==> config.mk <==
export PLATFORM = sky130hd
export DESIGN_NAME = uart_rx_cfg
export DESIGN_NICKNAME = d
export VERILOG_FILES = /design/src/rtl/uart_rx_cfg.sv
export SDC_FILE = /design/constraint.sdc
export NUM_CORES = 1
export LEC_CHECK = 0
export BUFFER_PORTS_ARGS = -buffer_cell sky130_fd_sc_hd__buf_2
export CAP_MARGIN = 20
export CORE_MARGIN = 5
export CORE_UTILIZATION = 58
export DETAILED_ROUTE_END_ITERATION = 16
export HOLD_SLACK_MARGIN = 0.03
export PLACE_DENSITY_LB_ADDON = 0.05
export SLEW_MARGIN = 20
export SYNTH_ARGS = -nofsm -noshare
export SYNTH_HDL_FRONTEND = slang
export SYNTH_SLANG_ARGS = --single-unit
==> constraint.sdc <==
create_clock -name clk -period 2.3 [get_ports clk]
set_input_delay 0.115 -clock clk [delete_from_list [all_inputs] [get_ports clk]]
set_output_delay 0.115 -clock clk [all_outputs]
set_load 0.005 [all_outputs]
==> src/rtl/uart_rx_cfg.sv <==
// Configurable UART receiver with 3-sample majority voting and a held output register.
// Latency: flags and rx_valid rise 1 clk after the tick that takes the centre sample of the last stop bit.
// Backpressure: none upstream; a completed frame is dropped and overrun set while rx_valid is high without rx_ack.
module uart_rx_cfg #(
    parameter int DATA_BITS  = 8,
    parameter int PARITY     = 0,
    parameter int STOP_BITS  = 1,
    parameter int OVERSAMPLE = 16
) (
    input  logic                 clk,
    input  logic                 rst_n,
    input  logic                 rxd,
    input  logic                 uart_tick,
    output logic [DATA_BITS-1:0] rx_data,
    output logic                 rx_valid,
    input  logic                 rx_ack,
    output logic                 frame_err,
    output logic                 parity_err,
    output logic                 overrun,
    output logic                 break_det
);

    localparam int CW = $clog2(OVERSAMPLE);
    localparam logic [CW-1:0] SMP_A = CW'(OVERSAMPLE / 2 - 1);
    localparam logic [CW-1:0] SMP_B = CW'(OVERSAMPLE / 2);
    localparam logic [CW-1:0] SMP_C = CW'(OVERSAMPLE / 2 + 1);
    localparam logic [3:0] LAST_DATA = 4'(DATA_BITS - 1);
    localparam logic [3:0] LAST_STOP = 4'(STOP_BITS - 1);

    typedef enum logic [2:0] {
        S_IDLE, S_START, S_DATA, S_PARITY, S_STOP, S_BREAK_WAIT
    } state_t;

    state_t                 state_q, state_d;
    logic                   sync1_q, sync2_q;
    logic [CW-1:0]          cnt_q, cnt_d;
    logic [3:0]             bit_cnt_q, bit_cnt_d;
    logic [DATA_BITS-1:0]   shift_q, shift_d;
    logic                   smp_a_q, smp_a_d, smp_b_q, smp_b_d;
    logic                   par_q, par_d;
    logic                   ferr_acc_q, ferr_acc_d;
    logic [DATA_BITS-1:0]   data_q, data_d;
    logic                   valid_q, valid_d;
    logic                   ferr_q, ferr_d;
    logic                   perr_q, perr_d;
    logic                   ovr_q, ovr_d;
    logic                   brk_q, brk_d;

    logic [CW-1:0] cnt_nx;
    logic          maj, complete;
    logic          new_ferr, new_perr, brk_frame, par_xor;

    // The bit decision is made on the third sample, so the vote uses the live synchronised input.
    assign cnt_nx   = cnt_q + 1'b1;
    assign maj      = (smp_a_q & smp_b_q) | (smp_a_q & sync2_q) | (smp_b_q & sync2_q);
    assign par_xor  = (^shift_q) ^ par_q;
    assign new_perr = (PARITY == 1) ? par_xor : ((PARITY == 2) ? ~par_xor : 1'b0);
    assign new_ferr = ferr_acc_q | ~maj;
    assign brk_frame = (shift_q == '0) && ((PARITY == 0) || !par_q) && !maj;

    always_ff @(posedge clk or negedge rst_n) begin
        if (!rst_n) begin
            sync1_q    <= 1'b1;
            sync2_q    <= 1'b1;
            state_q    <= S_IDLE;
            cnt_q      <= '0;
            bit_cnt_q  <= '0;
            shift_q    <= '0;
            smp_a_q    <= 1'b1;
            smp_b_q    <= 1'b1;
            par_q      <= 1'b0;
            ferr_acc_q <= 1'b0;
            data_q     <= '0;
            valid_q    <= 1'b0;
            ferr_q     <= 1'b0;
            perr_q     <= 1'b0;
            ovr_q      <= 1'b0;
            brk_q      <= 1'b0;
        end else begin
            sync1_q    <= rxd;
            sync2_q    <= sync1_q;
            state_q    <= state_d;
            cnt_q      <= cnt_d;
            bit_cnt_q  <= bit_cnt_d;
            shift_q    <= shift_d;
            smp_a_q    <= smp_a_d;
            smp_b_q    <= smp_b_d;
            par_q      <= par_d;
            ferr_acc_q <= ferr_acc_d;
            data_q     <= data_d;
            valid_q    <= valid_d;
            ferr_q     <= ferr_d;
            perr_q     <= perr_d;
            ovr_q      <= ovr_d;
            brk_q      <= brk_d;
        end
    end

    always_comb begin
        state_d    = state_q;
        cnt_d      = cnt_q;
        bit_cnt_d  = bit_cnt_q;
        shift_d    = shift_q;
        smp_a_d    = smp_a_q;
        smp_b_d    = smp_b_q;
        par_d      = par_q;
        ferr_acc_d = ferr_acc_q;
        complete   = 1'b0;
        if (uart_tick) begin
            case (state_q)
                S_IDLE: begin
                    if (!sync2_q) begin
                        cnt_d      = '0;
                        bit_cnt_d  = '0;
                        ferr_acc_d = 1'b0;
                        state_d    = S_START;
                    end
                end
                S_BREAK_WAIT: begin
                    if (sync2_q) state_d = S_IDLE;
                end
                default: begin
                    cnt_d = cnt_nx;
                    if (cnt_nx == SMP_A) smp_a_d = sync2_q;
                    if (cnt_nx == SMP_B) smp_b_d = sync2_q;
                    case (state_q)
                        S_START: begin
                            if (cnt_nx == SMP_C && maj) state_d = S_IDLE;
                            else if (cnt_nx == '0)      state_d = S_DATA;
                        end
                        S_DATA: begin
                            if (cnt_nx == SMP_C) shift_d = {maj, shift_q[DATA_BITS-1:1]};
                            if (cnt_nx == '0) begin
                                if (bit_cnt_q == LAST_DATA) begin
                                    bit_cnt_d = '0;
                                    state_d   = (PARITY != 0) ? S_PARITY : S_STOP;
                                end else begin
                                    bit_cnt_d = bit_cnt_q + 4'd1;
                                end
                            end
                        end
                        S_PARITY: begin
                            if (cnt_nx == SMP_C) par_d = maj;
                            if (cnt_nx == '0)    state_d = S_STOP;
                        end
                        S_STOP: begin
                            // Complete at the centre of the last stop bit so the next start edge is not missed.
                            if (cnt_nx == SMP_C) begin
                                if (!maj) ferr_acc_d = 1'b1;
                                if (bit_cnt_q == LAST_STOP) begin
                                    complete = 1'b1;
                                    state_d  = brk_frame ? S_BREAK_WAIT : S_IDLE;
                                end
                            end else if (cnt_nx == '0) begin
                                bit_cnt_d = bit_cnt_q + 4'd1;
                            end
                        end
                        default: state_d = S_IDLE;
                    endcase
                end
            endcase
        end
    end

    always_comb begin
        data_d  = data_q;
        valid_d = valid_q;
        ferr_d  = ferr_q;
        perr_d  = perr_q;
        ovr_d   = ovr_q;
        brk_d   = brk_q;
        if (complete) begin
            if (!valid_q || rx_ack) begin
                data_d  = shift_q;
                valid_d = 1'b1;
                ferr_d  = new_ferr;
                perr_d  = new_perr;
                brk_d   = brk_frame;
                ovr_d   = 1'b0;
            end else begin
                ovr_d = 1'b1;
            end
        end else if (rx_ack && valid_q) begin
            valid_d = 1'b0;
            ferr_d  = 1'b0;
            perr_d  = 1'b0;
            brk_d   = 1'b0;
            ovr_d   = 1'b0;
        end
    end

    assign rx_data    = data_q;
    assign rx_valid   = valid_q;
    assign frame_err  = ferr_q;
    assign parity_err = perr_q;
    assign overrun    = ovr_q;
    assign break_det  = brk_q;

endmodule

==> impl_metrics.env <==
export IMPL_outcome="complete, no violations"
export IMPL_busiest_layer="met2"
export IMPL_critical_path_slowest_cell="or4b_1"
export IMPL_crit_chain="ha_1, nand2_1, or4b_1, o21ai_2, nand4_4, mux2_2"
export IMPL_clkLatencyLatePin_ps=340
export IMPL_period_needed_ps=2105
export IMPL_drt_wl_total_um=3593
export IMPL_tightest_slew_ps=749.6
export IMPL_use_met2_pct=32.08
export IMPL_numCtsBuffers=5
export IMPL_drive_above_1_share_pct=26.34
export IMPL_dr_first_iter_drc_count=82
export IMPL_synth_seq_cells=36
export IMPL_cp_max_fo=8
export IMPL_cts_resized=0
export IMPL_finalNonFillerCells=249
export IMPL_final_cell_area_um2=2120
export IMPL_p_sw_uw=657.7
export IMPL_arrival_ps=2340
export IMPL_antennaDiodeCount=0
export IMPL_die_height_um=67.49
export IMPL_p_seq_share_pct=50.8
export IMPL_die_width_um=67.49
export IMPL_post_place_cells=238
export IMPL_synth_area_leaders="dfrtp_1 42%, mux2_2 11%, dfstp_2 5.5%, nand2_1 3.7%, ha_1 3.3%"
export IMPL_synth_edf_count=0
export IMPL_critPathKind="reg -> reg"
export IMPL_drt_wirelength_per_cell_um=14.43
export IMPL_startpoint_type="flop"
export IMPL_min_path_type="in -> reg"
export IMPL_synth_ff_type="dfrtp_1"
export IMPL_cts_tree="yes"
export IMPL_rsz0062_at_grt="false"
export IMPL_fin_nets=214
export IMPL_met3_usage_pct=5.824
export IMPL_p_int_mw=1.106
export IMPL_design_core_area_um2=3103
export IMPL_synthesis_instances=182
export IMPL_h_tree_depth=2
export IMPL_cts_hold_fix_buffers=3
export IMPL_synth_area_um2=1917
export IMPL_leakage_nw=1.024
export IMPL_drv_slew=0
export IMPL_rows=20
export IMPL_cts_path_max_buffers=2
export IMPL_grt_pass1_wl_um=6382
export IMPL_p_total_mw=1.764
export IMPL_gp_congestion=0.7732
export IMPL_synth_top_area_share_pct=41.78
export IMPL_yosysUniqueCellTypes=55
export IMPL_relSlewSlack_pct=49.39
export IMPL_gr_total_overflow=0
export IMPL_ys_seq_area_share_pct=47.26
export IMPL_yosysTopAreaCell="dfrtp_1"
export IMPL_nFillCells=264
export IMPL_path_buf_inv=0
export IMPL_port_buffers=16
export IMPL_syn_to_final_growth_pct=10.57
export IMPL_max_freq_mhz=475.1
export IMPL_synth_common_cells="32 x dfrtp_1, 19 x nand2_1, 18 x mux2_2"
export IMPL_drv_cap=0
export IMPL_grt_pass1_vias=1433
export IMPL_drt_pass1_iter_count=4
export IMPL_finalClockSkew_ps=11.77
export IMPL_hpwlAfterDp_um=2658
export IMPL_async_reset_ff_share_pct=100.0
export IMPL_setup_violations=0
export IMPL_ys_warnings_count=0
export IMPL_comb_power_share_pct=30.6
export IMPL_ant_nets=0
export IMPL_final_period_utilization_pct=91.51
export IMPL_met1_usage_pct=22.55
export IMPL_p_sw_share_pct=37.29
export IMPL_cp_top_family="simple AND/OR/NAND/NOR gates"
export IMPL_io_pin_count=18
export IMPL_cts_clk_slew_worst_paths_ps=110
export IMPL_hold_viol_final=0
export IMPL_grt_start_max_net_pins=37
export IMPL_syn_num_nets=192
export IMPL_placed_cell_area_um2=2036
export IMPL_required_ps=2530
export IMPL_end_kind="flop"
export IMPL_via_per_inst=5.739
export IMPL_cts_sinks=36
export IMPL_ff2ff_setup_slack_ps=200
export IMPL_track_usage_pct=18.84
export IMPL_critPathMaxStageDelay_ps=490
export IMPL_initial_core_util_pct=61.77
export IMPL_synth_avg_cell_area_um2=10.53
export IMPL_antenna_found_initial=0
export IMPL_setup_tns_ps=0
export IMPL_peakVddDrop_uv=455.4
export IMPL_root_buffer="clkbuf_4"
export IMPL_dieArea_um2=4555
export IMPL_drc=0
export IMPL_yosysMostFrequentCell="dfrtp_1"
export IMPL_post_cts_buffers=0
export IMPL_vias=1429
export IMPL_power_density_nw_per_um2=832.1
export IMPL_clockPowerShare_pct=18.5
flip-flops by register name, indices dropped and copies added (netlist names):
name        cells
bit_cnt_q       4
frame_err       1
sync1_q         1
smp_a_q         1
rx_valid        1
state_q         3
cnt_q           4
shift_q         8
ferr_acc_q      1
sync2_q         1
smp_b_q         1
rx_data         8
overrun         1
break_det       1
layout by cell type (no fill, tap or decap), types with 4 or more instances in the layout:
cell / synthesis / layout
dfrtp_1: 32 / 32
nand2_1: 19 / 19
mux2_2: 18 / 18
buf_2: 1 / 16
inv_1: 13 / 13
nor2_1: 9 / 9
a21oi_1: 6 / 6
nand3_1: 6 / 6
ha_1: 5 / 5
clkbuf_4: 0 / 5
nor3b_1: 4 / 4
nor3_1: 4 / 4
dfstp_2: 4 / 4
worst reg2reg max path, stage by stage, from the launching register on:
cell	delay (ps)
dfrtp_1	470
ha_1	290
nand2_1	90
or4b_1	490
o21ai_2	130
nand4_4	220
mux2_2	320
logic make-up (layout without fill, tap and decap cells):
kind of cell / Yosys count / after routing / share of synthesized area [%]
flip-flops: 36 / 36 / 47.26
AO/OA/AOI/OAI: 35 / 35 / 13.25
adder cells (fa/ha/maj): 7 / 7 / 4.308
multiplexers: 19 / 19 / 11.10
XOR/XNOR: 1 / 1 / 0.4570
AND/OR/NAND/NOR: 64 / 64 / 19.26
buffers and inverters: 19 / 42 / 4.177
other: 1 / 1 / 0.1956
layer usage:
| metal | share of wire [%] | wire (µm) |
|---|---|---|
| met2 | 49 | 1778 |
| met5 | 0 | 0 |
| met1 | 45 | 1601 |
| met4 | 1.3 | 46 |
| met3 | 4.7 | 168 |
through the flow:
step / utilization (%) / hold WS (ps) / worst slack [ps]
final: 68.31 / 125.8 / 195.3
after global routing: 68.31 / 127.3 / 11.92
after CTS: 68.31 / 113.8 / 186.4
after detailed placement: 65.60 / 221.9 / 200.3
after global placement: 65.60 / 221.8 / 286.0
after floorplan: - / -180.6 / 372.8
worst paths after layout:
kind,from,to,cells past startpoint
max in group asynchronous,rst_n,cnt_q[1],2
min,uart_tick,state_q[0],4
max,cnt_q[1],rx_data[3],6
min reg2reg,sync1_q,sync2_q,0
min in group asynchronous,rst_n,state_q[1],2
max reg2reg,cnt_q[1],rx_data[3],6
final cells by class:
type                       count  area [µm²]  area share, %
clock buffer                   7       45.04          2.125
clock inverter                 1       8.758         0.4132
inverter                      13       48.80          2.302
multi-input combinational    127       930.9          43.92
sequential                    36       905.9          42.74
tap                           44       55.05          2.597
timing repair buffer          21       125.1          5.903
power by group through the flow:
stage	Combinational (mW)	Sequential, mW	Clock (mW)
after global routing	0.606	0.916	0.369
after global placement	0.513	0.892	0
final	0.540	0.897	0.327
after detailed placement	0.539	0.904	0
after CTS	0.546	0.892	0.341
after floorplan	0.488	0.820	0
No activity file was read; power rests on OpenSTA's default activity.
